==> config.mk <==
export PLATFORM = sky130hd
export DESIGN_NAME = float_div_12
export DESIGN_NICKNAME = d
export VERILOG_FILES = /design/src/rtl/float_div_12.sv
export SDC_FILE = /design/constraint.sdc
export NUM_CORES = 1
export LEC_CHECK = 0
export ABC_AREA = 1
export ABC_CLOCK_PERIOD_IN_PS = 2200
export CAP_MARGIN = 10
export CORE_MARGIN = 10
export CORE_UTILIZATION = 50
export CTS_CLUSTER_DIAMETER = 60
export DETAILED_ROUTE_END_ITERATION = 10
export GPL_ROUTABILITY_DRIVEN = 0
export MAX_ROUTING_LAYER = met4
export PLACE_DENSITY = 0.77
export SLEW_MARGIN = 15
export SYNTH_ARGS = -nofsm -noshare
export SYNTH_HDL_FRONTEND = slang
export SYNTH_SLANG_ARGS = --single-unit
==> constraint.sdc <==
create_clock -name clk_i -period 2.2 [get_ports clk_i]
set_clock_uncertainty 0.2 [all_clocks]
set_input_delay 0.66 -clock clk_i [delete_from_list [all_inputs] [get_ports clk_i]]
set_output_delay 0.66 -clock clk_i [all_outputs]
set_load 0.005 [all_outputs]
==> src/rtl/float_div_12.sv <==
// float_div_12: iterative divider for the 12-bit float format
// (sign[11], exponent[10:6] bias 15, mantissa[5:0] with hidden 1).
// Restoring radix-2 division, one quotient bit per clock.
// Optional macro FLOAT_DIV_12_ROUND_EN: one extra guard iteration and
// round-half-up of the mantissa (latency 11 instead of 10).
//
// Handshake: an operand set is accepted on a rising edge where
// valid_i=1 and ready_o=1; ready_o is high only in IDLE and valid_i is
// ignored (not queued) otherwise. Inputs need not be held after the
// accepting edge. valid_o is a one-cycle strobe; data_div_o and dbz_o
// are held stable until the next valid_o.
module float_div_12 #(
    parameter int DATA_W = 12,
    parameter int EXP_W  = 5,
    parameter int MAN_W  = 6,
    parameter int BIAS   = 15
) (
    input  logic              clk_i,
    input  logic              rst_i,
    input  logic              valid_i,
    input  logic [DATA_W-1:0] data_1_i,
    input  logic [DATA_W-1:0] data_2_i,
    output logic              ready_o,
    output logic              valid_o,
    output logic [DATA_W-1:0] data_div_o,
    output logic              dbz_o
);

`ifdef FLOAT_DIV_12_ROUND_EN
    localparam int ITER = MAN_W + 3;
`else
    localparam int ITER = MAN_W + 2;
`endif

    localparam int EXP_RAW_W = EXP_W + 2;
    localparam int REM_W     = MAN_W + 2;
    localparam int CNT_W     = 4;

    localparam logic [CNT_W-1:0]            CNT_LAST = CNT_W'(ITER - 1);
    localparam logic signed [EXP_RAW_W-1:0] EXP_ZERO = '0;
    localparam logic signed [EXP_RAW_W-1:0] EXP_SAT  = EXP_RAW_W'((1 << EXP_W) - 1);
    localparam logic [EXP_W-1:0]            EXP_ONES = '1;
    localparam logic [MAN_W-1:0]            MAN_ONES = '1;

    typedef enum logic [1:0] {
        S_IDLE = 2'd0,
        S_CALC = 2'd1,
        S_NORM = 2'd2,
        S_DONE = 2'd3
    } state_t;

    // FSM state is kept as a named enum so checkers can bind to it.
    state_t state, state_nxt;

    logic [REM_W-1:0]            rem_q;
    logic [MAN_W:0]              b_q;
    logic [ITER-1:0]             quo_q;
    logic [CNT_W-1:0]            cnt_q;
    logic                        sign_q;
    logic signed [EXP_RAW_W-1:0] exp_raw_q;
    logic                        zd_q;
    logic                        zv_q;
    logic [DATA_W-1:0]           data_div_q;
    logic                        dbz_q;

    logic signed [EXP_RAW_W-1:0] exp_raw_in;
    logic [REM_W:0]              trial;
    logic                        qbit;
    logic [REM_W-1:0]            rem_sel;
    logic [REM_W-1:0]            rem_nxt;

    logic [MAN_W-1:0]            man_n;
    logic signed [EXP_RAW_W-1:0] exp_n;
    logic [DATA_W-1:0]           res_word;
    logic                        res_dbz;

    // State register.
    always_ff @(posedge clk_i) begin
        if (rst_i) begin
            state <= S_IDLE;
        end else begin
            state <= state_nxt;
        end
    end

    // Next-state logic; CALC always runs its full iteration count so
    // latency does not depend on the operand class.
    always_comb begin
        state_nxt = state;
        case (state)
            S_IDLE: if (valid_i) state_nxt = S_CALC;
            S_CALC: if (cnt_q == CNT_LAST) state_nxt = S_NORM;
            S_NORM: state_nxt = S_DONE;
            S_DONE: state_nxt = S_IDLE;
            default: state_nxt = S_IDLE;
        endcase
    end

    assign ready_o    = (state == S_IDLE);
    assign valid_o    = (state == S_DONE);
    assign data_div_o = data_div_q;
    assign dbz_o      = dbz_q;

    // Operand decode and one restoring-division step.
    always_comb begin
        exp_raw_in = EXP_RAW_W'({2'b00, data_1_i[DATA_W-2 -: EXP_W]})
                   - EXP_RAW_W'({2'b00, data_2_i[DATA_W-2 -: EXP_W]})
                   + EXP_RAW_W'(BIAS - 1);
        trial   = {1'b0, rem_q} - {2'b00, b_q};
        qbit    = ~trial[REM_W];
        rem_sel = qbit ? trial[REM_W-1:0] : rem_q;
        rem_nxt = rem_sel << 1;
    end

    // Normalisation and special-case selection for the finished quotient.
    always_comb begin
        man_n    = '0;
        exp_n    = exp_raw_q;
        res_word = '0;
        res_dbz  = 1'b0;

        // quo_q lies in [2^(ITER-2), 2^ITER): top bit decides the shift.
        if (quo_q[ITER-1]) begin
            man_n = quo_q[ITER-2 -: MAN_W];
            exp_n = exp_raw_q + EXP_RAW_W'(1);
        end else begin
            man_n = quo_q[ITER-3 -: MAN_W];
        end

`ifdef FLOAT_DIV_12_ROUND_EN
        // Round half up on the guard bit; a mantissa carry bumps the exponent.
        if (quo_q[ITER-1] ? quo_q[1] : quo_q[0]) begin
            if (man_n == MAN_ONES) begin
                man_n = '0;
                exp_n = exp_n + EXP_RAW_W'(1);
            end else begin
                man_n = man_n + MAN_W'(1);
            end
        end
`endif

        if (zv_q) begin
            res_word = {sign_q, EXP_ONES, MAN_ONES};
            res_dbz  = 1'b1;
        end else if (zd_q) begin
            res_word = '0;
        end else if (exp_n <= EXP_ZERO) begin
            res_word = '0;
        end else if (exp_n >= EXP_SAT) begin
            res_word = {sign_q, EXP_ONES, MAN_ONES};
        end else begin
            res_word = {sign_q, exp_n[EXP_W-1:0], man_n};
        end
    end

    // Datapath registers: operand capture, iteration, result capture.
    always_ff @(posedge clk_i) begin
        if (rst_i) begin
            rem_q      <= '0;
            b_q        <= '0;
            quo_q      <= '0;
            cnt_q      <= '0;
            sign_q     <= 1'b0;
            exp_raw_q  <= '0;
            zd_q       <= 1'b0;
            zv_q       <= 1'b0;
            data_div_q <= '0;
            dbz_q      <= 1'b0;
        end else begin
            case (state)
                S_IDLE: begin
                    if (valid_i) begin
                        // Remainder starts at the dividend mantissa with hidden 1.
                        rem_q     <= {1'b0, 1'b1, data_1_i[MAN_W-1:0]};
                        b_q       <= {1'b1, data_2_i[MAN_W-1:0]};
                        quo_q     <= '0;
                        cnt_q     <= '0;
                        sign_q    <= data_1_i[DATA_W-1] ^ data_2_i[DATA_W-1];
                        exp_raw_q <= exp_raw_in;
                        zd_q      <= (data_1_i[DATA_W-2:0] == '0);
                        zv_q      <= (data_2_i[DATA_W-2:0] == '0);
                    end
                end
                S_CALC: begin
                    rem_q <= rem_nxt;
                    quo_q <= {quo_q[ITER-2:0], qbit};
                    cnt_q <= cnt_q + CNT_W'(1);
                end
                S_NORM: begin
                    data_div_q <= res_word;
                    dbz_q      <= res_dbz;
                    cnt_q      <= '0;
                end
                default: begin
                end
            endcase
        end
    end

endmodule

Yosys cells after proc, flatten, opt, wreduce, memory -nomap -nowiden
Cells that the tools add are included.
{"block": "totals", "wordCells": 52, "out_inout_bits": 15, "register_bits": 52}
{"block": "op_classes", "bitwise_logic": 2, "muxes": 17, "n_lt_le_gt_ge": 2, "reduce_logical": 9, "addsub": 5, "n_eq_ne": 6}
{"op": "$mux W12", "n": 3}
{"op": "$pmux W8 S2", "n": 2}
{"op": "$logic_not A11 Y1", "n": 2}
{"op": "$mux W8", "n": 2}
{"op": "$mux W7", "n": 2}
{"op": "$pmux W4 S3", "n": 1}
{"op": "$mux W11", "n": 1}
{"op": "$sub A8 B7 Y9", "n": 1}
{"op": "$pmux W2 S4", "n": 1}
{"op": "$reduce_and A2 Y1", "n": 4}
{"op": "$add A6 B5 Y7 const B", "n": 1}
{"op": "$add A7 B2 Y7 const B", "n": 1}
{"op": "$ge A7 B6 Y1 const B", "n": 1}
{"op": "$le A7 B1 Y1 const B", "n": 1}
{"op": "$mux W6", "n": 1}
{"op": "$sub A5 B5 Y6", "n": 1}
{"op": "$add A4 B1 Y4 const B", "n": 1}
{"op": "$eq A2 B2 Y1 const B", "n": 2}
{"op": "$eq A4 B3 Y1 const B", "n": 1}
{"op": "$mux W2", "n": 2}
{"op": "$mux W4", "n": 1}
{"op": "$ne A2 B2 Y1 const B", "n": 2}
{"op": "$reduce_bool A3 Y1", "n": 1}
{"op": "$eq A2 B1 Y1 const B", "n": 1}
{"op": "other kinds (5)", "n": 5}

Depth between registers and ports, before layout
Gate-level depths: netlist of the first run.
{"block": "logic_depth", "ltp_word": 7, "mapped_depth": 12}

Least setup slack after synthesis of the first run
Ideal clock, no wire load.
{"block": "synth_timing", "kind": "input -> register", "start": "input port data_1_i[6]", "end": "register exp_raw_q[3]", "cell_stages": 11, "path_slack_ps": -122, "path_buffers": 0, "arrival_time_ps": 2005, "required_ps": 1883, "setup_ps": 117, "path_cell_list": "inv_1 -> ha_1 -> inv_1 -> fa_1 -> xor2_1 -> inv_1 -> ha_1 -> nand2_1 -> nand2_1 -> o221ai_1 -> inv_1"}
{"block": "synth_via", "elab_chain_len": 2}
{"element": "start, declared", "line_no": "21", "source": "input logic [DATA_W-1:0] data_1_i,"}
{"element": "$sub A5 B5 Y6", "line_no": "107", "source": "- EXP_RAW_W'({2'b00, data_2_i[DATA_W-2 -: EXP_W]})"}
{"element": "$add A6 B5 Y7", "line_no": "108", "source": "+ EXP_RAW_W'(BIAS - 1);"}
{"element": "end signal, assigned", "line_no": "179", "source": "exp_raw_q <= exp_raw_in;"}
{"element": "end, declared", "line_no": "60", "source": "logic signed [EXP_RAW_W-1:0] exp_raw_q;"}
No other way between the ends.
A chain may end at the register's enable or synchronous reset.

Worst setup path after layout of the first run
Same ends and word-level chain as after synthesis.

==> results.yml, run 1 <==
floorplan:
  ios: 42
  die_area_um2: 9620
  core.rowCount: 28
  coreArea_um2: 5920
  die_y_um: 98.1
  start_util_pct: 51.5
  die_w_um: 98.1
sta:
  final.period_utilization_pct: 97.0
  maxSlewHeadroom_pct: 69.6
  holdWs_ns: 0.261
  tightest_slew_ns: 0.456
  setup_slack_ns: 0.0653
  setup_viol: 0
  fmax_mhz: 468
  period_needed_ns: 2.13
  drv_slew: 0
  hold_viol: 0
synthesis:
  synthFlopType: "dfxtp_1"
  yosysTopAreaCellShare_pct: 34.2
  synth.area.mux_share_pct: 0
  synthSimpleGateAreaFrac_pct: 25.6
  synth_adder_area_share_pct: 9.52
  ys_ff_latch: 52
  synth_compound_area_share_pct: 19.2
  synth.distinct_cells: 35
  synth_top_cell_by_area: "dfxtp_1"
  yosys-top-cells-area: "dfxtp_1 34%, nand2_1 14%, a21oi_1 10%, ha_1 8.2%, inv_1 6.7%"
  synth_edf_count: 0
  syn_area_per_cell_um2: 6.97
  synth_top_family_by_area: "simple AND/OR/NAND/NOR gates"
  synth-seq-area-share_pct: 34.2
  synth_nets: 486
  yosysWarnings: 0
  synthCells: 437
  yosys.area_share.xor_xnor_pct: 1.44
  async_reset_ff_share_pct: 0
  synth_area_um2: 3050
power:
  swShare_pct: 42.7
  vdd_drop_max_uv: 605
  clockPowerShare_pct: 15.2
  power.density_nw_per_um2: 1160
  p_leak_uw: 0.00170
  p_int_uw: 2600
  power.share.combinational_pct: 55.3
  seqPwrFrac_pct: 29.5
  p_switching_uw: 1940
critical_path:
  worstReg2RegStart: "rem_q[0]"
  cp-start-kind: "input port"
  slowest_delay_ns: 0.41
  timing.critical_path.buf_inv: 5
  critical_path_class: "input port to flop"
  crit_fanout: 3
  crit_path_top_delay_cell: "fa_2"
  required_ns: 2.21
  arrival_ns: 2.15
  cp-startpoint: "data_1_i[6]"
  critPathTopFamily: "adder cells"
  critPathCaptureType: "flop"
  path_cells: "buf_6 -> inv_12 -> ha_4 -> inv_4 -> fa_2 -> xor2_2 -> inv_1 -> ha_2 -> nand2_2 -> nand2_2 -> o221ai_2 -> inv_1"
cts:
  cts_sinks: 52
  clk_latency_ns: 0.32
  cts_tree: "built"
  path_clk_slew_ns: 0.10
  cts_buffer_depth: 2
  cts_buffers: 5
  cts.htree.levels: 2
  root_buffer: "clkbuf_8"
cells_and_area:
  seq_area_um2: 1050
  nFillCells: 517
  num_antenna_cells: 0
  layout.nets: 541
  area_growth_pct: 28.7
  drive_above_1_share_pct: 15.6
  multiInputGateArea_um2: 1850
placement:
  dp_hpwl_mm: 5.59
  portBuffers: 41
  pre_cts_ws_ns: -0.680
drt:
  avgViaCountPerCell: 5.35
  post_drt_wl_per_cell_um: 13.5
  ant_nets: 0
  routed_wl_mm: 7.64
  first_pass_iters: 4
  vias: 3041
  drt_iter0_drc: 194
  drcViolationCount: 0
global_routing:
  grt_max_degree: 30
  antenna_found_initial: 0
  grt_usage_pct: 15.9
  grt_first_pass_wirelength_mm: 13.0
  first_global_vias: 2940
  overflow: 0
run_status:
  outcome: "complete, no violations"
hold_path:
  min_path_type: "flop to flop"
  worstHoldStart: "cnt_q[3]"
job:
  cap_violations: 0
kinds of logic (layout without fill, tap and decap cells):
family                     count (synthesis)  in the layout
AOI/OAI and AO/OA                        106            106
xor gates and xnor gates                   5              5
adders and majority gates                 22             22
buffers and inverters                     71            127
DFF                                       52             52
and+or+nand+nor                          181            181
state kept, by name, indices dropped and copies added (netlist names):
register and count:
zv_q 1, state 2, dbz_o 1, zd_q 1, exp_raw_q 7, sign_q 1
b_q 7, cnt_q 4, quo_q 8, data_div_o 12, rem_q 8
area by class of cell:
cell class                      count  area share, %
Multi-Input combinational cell    314           47.3
Sequential cell                    52           26.8
Timing Repair Buffer               63           14.9
Inverter                           56           5.74
Tap cell                           75           2.39
Clock buffer                        5           1.75
Clock inverter                      3           1.18
cell usage after synthesis, types with 2 or more instances:
master,number
ha_1,20
dfxtp_1,52
o221ai_1,2
inv_2,2
o21ai_0,23
nor2_1,17
nor4_1,4
nand3_1,26
nand3b_1,4
xor2_1,2
a211oi_1,4
fa_1,2
buf_2,3
nor2_2,3
clkbuf_1,7
nor3_1,4
nand2_1,113
nand4_1,6
a21boi_0,3
inv_1,54
buf_6,3
o21ai_2,2
a31oi_1,3
o211ai_1,2
or2_2,2
xnor2_1,3
a21oi_1,63
per-stage QoR:
step	utilization, %	TNS (ns)	std cells	area (um2)	total power [uW]
after global routing	66.3	-0.0214	568	3920	4950
after CTS	64.6	0	567	3830	4400
final	66.3	0	568	3920	4540
after detailed placement	61.7	-3.41	558	3650	3660
after global placement	61.7	-3.35	558	3650	3610
after floorplan	-	-0.0396	437	3080	2940
layer usage:
layer / GRT usage, % / vias up / share of wire [%]
met5: - / - / 0
met3: 3.52 / 13 / 5.0
met4: 5.59 / 0 / 1.9
met2: 26.5 / 79 / 49
met1: 18.3 / 1390 / 44
li1: - / 1559 / -
path summary, 6_finish.rpt:
check                               endpoint  slack [ns]  depth (start not counted)
worst max-delay path            exp_raw_q[3]        0.07                         12
worst min register to register      cnt_q[3]        0.26                          1
worst min-delay path                cnt_q[3]        0.26                          1
worst max register to register      rem_q[1]        0.13                          9
power by group through the flow:
stage / clock network (uW) / logic, uW / registers, uW
after floorplan: 0 / 1650 / 1290
after global placement: 0 / 2270 / 1340
after detailed placement: 0 / 2310 / 1350
after CTS: 697 / 2360 / 1340
after global routing: 733 / 2850 / 1370
final: 691 / 2520 / 1340
what timing repair did:
action	4_1_cts	5_1_grt
gates resized for setup	28	27
hold buffers	0	0
setup buffers	1	2
setup endpoints to repair	8	24
gates cloned	0	0
pin swaps	13	11
layout by cell type (no fill, tap or decap), types with 2 or more instances in the layout:
cell,n
a211oi_1,4
a21boi_0,2
a21oi_1,59
a21oi_2,2
a21oi_4,2
a31oi_1,3
buf_4,21
clkbuf_8,5
clkdlybuf4s50_1,31
dfxtp_1,49
dfxtp_4,2
dlygate4sd2_1,5
dlymetal6s2s_1,3
fa_2,2
ha_1,14
ha_2,2
ha_4,4
inv_1,49
inv_2,5
nand2_1,107
nand2_2,7
nand3_1,25
nand3b_1,4
nand4_1,6
nor2_1,14
nor2_2,5
nor3_1,4
nor4_1,4
o211ai_1,2
o21ai_0,22
o21ai_1,2
or2_2,2
xnor2_1,3
Note: power is estimated with default switching activity, not from simulation.
==> inputs of run 2 (changes only) <==
- GPL_TIMING_DRIVEN: default -> 0
==> run 2 against run 1 <==
Compared with the run above:
- first-iteration DRC count increased by 35%
- sequential share of layout area decreased by 0.22 points
- sequential power about the same
- power increased by 2.5%
- flip-flop and latch count unchanged
- critical path type unchanged
- highest routed layer unchanged
==> results.yml, run 2 (synthesis gave the netlist of run 1 again) <==
run_status:
  outcome: "complete, no violations"
cells_and_area:
  final_common_cell: "nand2_1"
  drive_above_1_share_pct: 14.4
  largest_reg_flops: 12
  post-route-util_pct: 66.7
  area_growth_pct: 29.6
  multiInputGateArea_um2: 1880
  layout.nets: 540
  nFillCells: 506
  fin_cells: 567
  final_cell_mix: "108 x nand2_1, 60 x a21oi_1, 50 x dfxtp_1"
  num_antenna_cells: 0
  seq_area_um2: 1050
floorplan:
  coreArea_um2: 5920
  die_y_um: 98.1
  die_w_um: 98.1
  start_util_pct: 51.5
  core.rowCount: 28
  die_area_um2: 9620
  ios: 42
hold_path:
  min_to: "cnt_q[3]"
  min_path_type: "flop to flop"
  hold_path_depth: 1
  worstHoldStart: "cnt_q[3]"
cts:
  cts_tree: "built"
  root_buffer: "clkbuf_8"
  cts_buffer_depth: 2
  cts_buffers: 5
  cts_sinks: 52
  path_clk_slew_ns: 0.10
  clk_latency_ns: 0.32
  cts.htree.levels: 2
sta:
  setup_viol: 0
  setup_slack_ns: 0.0306
  drv_slew: 0
  rsz0062_at_grt: "true"
  maxSlewHeadroom_pct: 65.2
  fmax_mhz: 461
  final.period_utilization_pct: 98.6
  hold_viol: 0
  period_needed_ns: 2.17
  holdWs_ns: 0.264
  tightest_slew_ns: 0.522
global_routing:
  grt_max_degree: 16
  grt_usage_pct: 16.9
  first_global_vias: 2955
  antenna_found_initial: 0
  grt_first_pass_wirelength_mm: 13.7
  overflow: 0
drt:
  vias: 3099
  drcViolationCount: 0
  routed_wl_mm: 8.40
  first_pass_iters: 6
  post_drt_wl_per_cell_um: 14.8
  drt_iter0_drc: 261
  ant_nets: 0
  avgViaCountPerCell: 5.47
critical_path:
  critical_path_class: "input port to flop"
  crit_fanout: 3
  critPathTopFamily: "adder cells"
  path_cells: "buf_12 -> inv_12 -> ha_4 -> inv_4 -> fa_2 -> xor2_2 -> nor2_1 -> nand2_2 -> a21oi_2 -> nand2_1 -> a21oi_1"
  cp-start-kind: "input port"
  slowest_delay_ns: 0.43
  crit_path_top_delay_cell: "fa_2"
  r2r_cells: 9
  worstReg2RegStart: "rem_q[0]"
  r2r-end: "rem_q[1]"
  path_depth: 11
  required_ns: 2.25
  timing.critical_path.buf_inv: 3
  critPathCaptureType: "flop"
  arrival_ns: 2.22
  r2r_slack_ns: 0.08
power:
  seqPwrFrac_pct: 28.7
  p_switching_uw: 2050
  p_leak_uw: 0.00170
  clockPowerShare_pct: 15.8
  swShare_pct: 44.0
  vdd_drop_max_uv: 643
  power.density_nw_per_um2: 1180
  power.share.combinational_pct: 55.5
  p_int_uw: 2610
placement:
  dp_hpwl_mm: 5.96
  portBuffers: 41
  pre_cts_ws_ns: -0.802
  place_inst: 553
job:
  cap_violations: 0
-- run 2: power by group through the flow --
stage / logic (uW) / clock network [uW] / registers, uW
finish: 2590 / 738 / 1340
floorplan: 1650 / 0 / 1290
global route: 2910 / 762 / 1360
CTS: 2380 / 740 / 1330
global placement: 2160 / 0 / 1320
detailed placement: 2220 / 0 / 1330
-- run 2: cell type report --
class                   instances  area share [%]
plain buffers                  15            2.72
clock buffers                   7            2.44
clock inverters                 1           0.760
inverters                      56            5.70
multi-input cells             314            47.6
flip-flops and latches         52            26.5
well taps                      75            2.37
repair buffers                 47            11.9
-- run 2: worst max path at each step --
| stage | from | endpoint | slack, ns |
|---|---|---|---|
| floorplan | data_1_i[6] | exp_raw_q[3] | -0.04 |
| global placement | data_1_i[6] | exp_raw_q[3] | -0.78 |
| detailed placement | data_1_i[6] | exp_raw_q[3] | -0.80 |
| CTS | data_2_i[8] | exp_raw_q[4] | -0.06 |
| global route | data_1_i[6] | exp_raw_q[3] | -0.08 |
| finish | data_1_i[6] | exp_raw_q[6] | 0.03 |
-- run 2: layer usage --
| metal | up-vias | track usage, % | wire, um | part of all wire [%] |
|---|---|---|---|---|
| met5 | - | - | 0 | 0 |
| met4 | 0 | 6.71 | 206 | 2.5 |
| met3 | 21 | 2.54 | 413 | 4.9 |
| met2 | 106 | 27.2 | 4040 | 48 |
| met1 | 1416 | 20.7 | 3740 | 45 |
| li1 | 1556 | - | - | - |
-- run 2: repair_timing --
item                                    4_1_cts  5_1_grt
hold buffers                                  0        0
buffers inserted                              2        4
gates resized for setup                      31       38
endpoints found under the setup margin       19       22
pin swaps                                     4       19
-- run 2: metrics by stage --
| step | total power [uW] | instance area, um2 | TNS [ns] |
|---|---|---|---|
| 3_3_place_gp | 3480 | 3590 | -8.40 |
| 2_1_floorplan | 2940 | 3080 | -0.0396 |
| 3_5_place_dp | 3550 | 3590 | -8.84 |
| 4_1_cts | 4450 | 3810 | -0.153 |
| 5_1_grt | 5040 | 3950 | -0.239 |
| 6_report | 4660 | 3950 | 0 |
==> inputs of run 3 (changes only) <==
- CAP_MARGIN: 10 -> 20
- CORE_UTILIZATION: 50 -> 51
- CTS_BUF_LIST: default -> sky130_fd_sc_hd__clkbuf_8
- PLACE_DENSITY: 0.77 -> 0.78
- SKIP_CTS_REPAIR_TIMING: default -> 1
==> run 3 against run 2 <==
Compared with the run above:
- clock power fell by 9.8%
- sequential share of layout area is 0.33 points higher
- critical path depth fell by 3
- highest routed layer unchanged
- flip-flop and latch count unchanged
==> results.yml, run 3 (synthesis gave the netlist of run 1 again) <==
run_status:
  outcome: "complete, no violations"
critical_path:
  worstReg2RegStart: "rem_q[0]"
  cp-startpoint: "data_2_i[10]"
  crit_fanout: 4
  endpoint: "exp_raw_q[4]"
  r2r-end: "rem_q[1]"
  crit_path_top_delay_cell: "clkdlybuf4s50_1"
  timing.critical_path.buf_inv: 2
  path_depth: 8
  critPathCaptureType: "flop"
  r2r_cells: 9
  r2r_slack_ns: 0.05
  critical_path_class: "input port to flop"
  slowest_delay_ns: 0.49
  required_ns: 2.24
  critPathTopFamily: "compound AO/OA/AOI/OAI gates"
  cp-start-kind: "input port"
  arrival_ns: 2.19
  path_cells: "clkdlybuf4s50_1 -> inv_1 -> ha_4 -> a21boi_1 -> nor2_2 -> a21oi_2 -> o21ai_1 -> a21oi_1"
global_routing:
  antenna_found_initial: 0
  first_global_vias: 2826
  overflow: 0
  grt_max_degree: 17
  grt_usage_pct: 16.0
  grt_first_pass_wirelength_mm: 12.8
cells_and_area:
  num_antenna_cells: 0
  largest_reg_flops: 12
  area_growth_pct: 28.0
  final_common_cell: "nand2_1"
  fin_area_um2: 3900
  final_cell_mix: "109 x nand2_1, 59 x a21oi_1, 50 x dfxtp_1"
  drive_above_1_share_pct: 13.4
  layout.nets: 539
sta:
  fmax_mhz: 465
  holdWs_ns: 0.266
  rsz0062_at_grt: "true"
  period_needed_ns: 2.15
  maxSlewHeadroom_pct: 65.3
  tightest_slew_ns: 0.521
  drv_slew: 0
  final.period_utilization_pct: 97.8
  hold_viol: 0
  setup_viol: 0
drt:
  avgViaCountPerCell: 5.38
  drcViolationCount: 0
  ant_nets: 0
  drt_iter0_drc: 251
  routed_wl_mm: 7.80
  post_drt_wl_per_cell_um: 13.8
  first_pass_iters: 4
  vias: 3043
cts:
  cts_buffers: 5
  cts_tree: "built"
  cts.htree.levels: 2
  cts_buffer_depth: 2
  path_clk_slew_ns: 0.09
  root_buffer: "clkbuf_8"
  clk_latency_ns: 0.31
  cts_sinks: 52
placement:
  portBuffers: 41
  dp_hpwl_mm: 5.76
  postPlaceCellArea_um2: 3590
floorplan:
  die_y_um: 97.3
  ios: 42
  coreArea_um2: 5850
  die_area_um2: 9470
  die_w_um: 97.3
  core.rowCount: 28
  start_util_pct: 52.1
power:
  p_leak_uw: 0.00171
  power.density_nw_per_um2: 1150
  vdd_drop_max_uv: 685
job:
  cap_violations: 0
hold_path:
  min_path_type: "flop to flop"
## run 3: how the worst min path moves through the flow
stage               startpoint              to  cells after the start
global placement      cnt_q[3]        cnt_q[3]                      1
CTS                       zd_q            zd_q                      2
finish                  sign_q  data_div_o[11]                      2
global route          rem_q[0]        rem_q[0]                      2
floorplan             cnt_q[3]        cnt_q[3]                      1
detailed placement        zd_q            zd_q                      2
## run 3: area by class of cell
class | count | area (um2)
clock inverters | 3 | 42.5
flip-flops and latches | 52 | 1050
fillers | 520 | 1950
plain buffers | 15 | 103
multi-input cells | 314 | 1850
inverters | 56 | 225
repair buffers | 46 | 468
clock buffers | 5 | 68.8
well taps | 75 | 93.8
## run 3: tightest hold or removal path: cells and delay by family, from the launching register on
family,cells,cell delay [ns]
AND/OR/NAND/NOR,1,0.06
flip-flops,1,0.32
AO/OA/AOI/OAI,1,0.05
## run 3: through the flow
| step | setup WS (ns) | TNS, ns | total power (uW) | instances | util (%) |
|---|---|---|---|---|---|
| 2_1_floorplan | -0.0396 | -0.0396 | 2940 | 437 | - |
| 3_3_place_gp | -0.777 | -8.91 | 3480 | 553 | 61.3 |
| 3_5_place_dp | -0.798 | -9.33 | 3550 | 553 | 61.3 |
| 4_1_cts | -0.468 | -3.52 | 4220 | 561 | 63.2 |
| 5_1_grt | -0.0638 | -0.175 | 4870 | 566 | 66.7 |
| 6_report | 0.0474 | 0 | 4490 | 566 | 66.7 |
## run 3: where the power goes
| part | internal (uW) | switching (uW) |
|---|---|---|
| sequential | 1160 | 169 |
| combinational | 1020 | 1470 |
| clock | 337 | 329 |
## run 3: routing by layer
| metal | routed length (um) | vias up | track usage, % | part of all wire (%) |
|---|---|---|---|---|
| met2 | 3760 | 96 | 26.2 | 48 |
| met3 | 402 | 18 | 2.77 | 5.2 |
| met5 | 0 | - | - | 0 |
| met1 | 3490 | 1377 | 19.7 | 45 |
| met4 | 155 | 0 | 4.70 | 2.0 |
| li1 | - | 1552 | - | - |
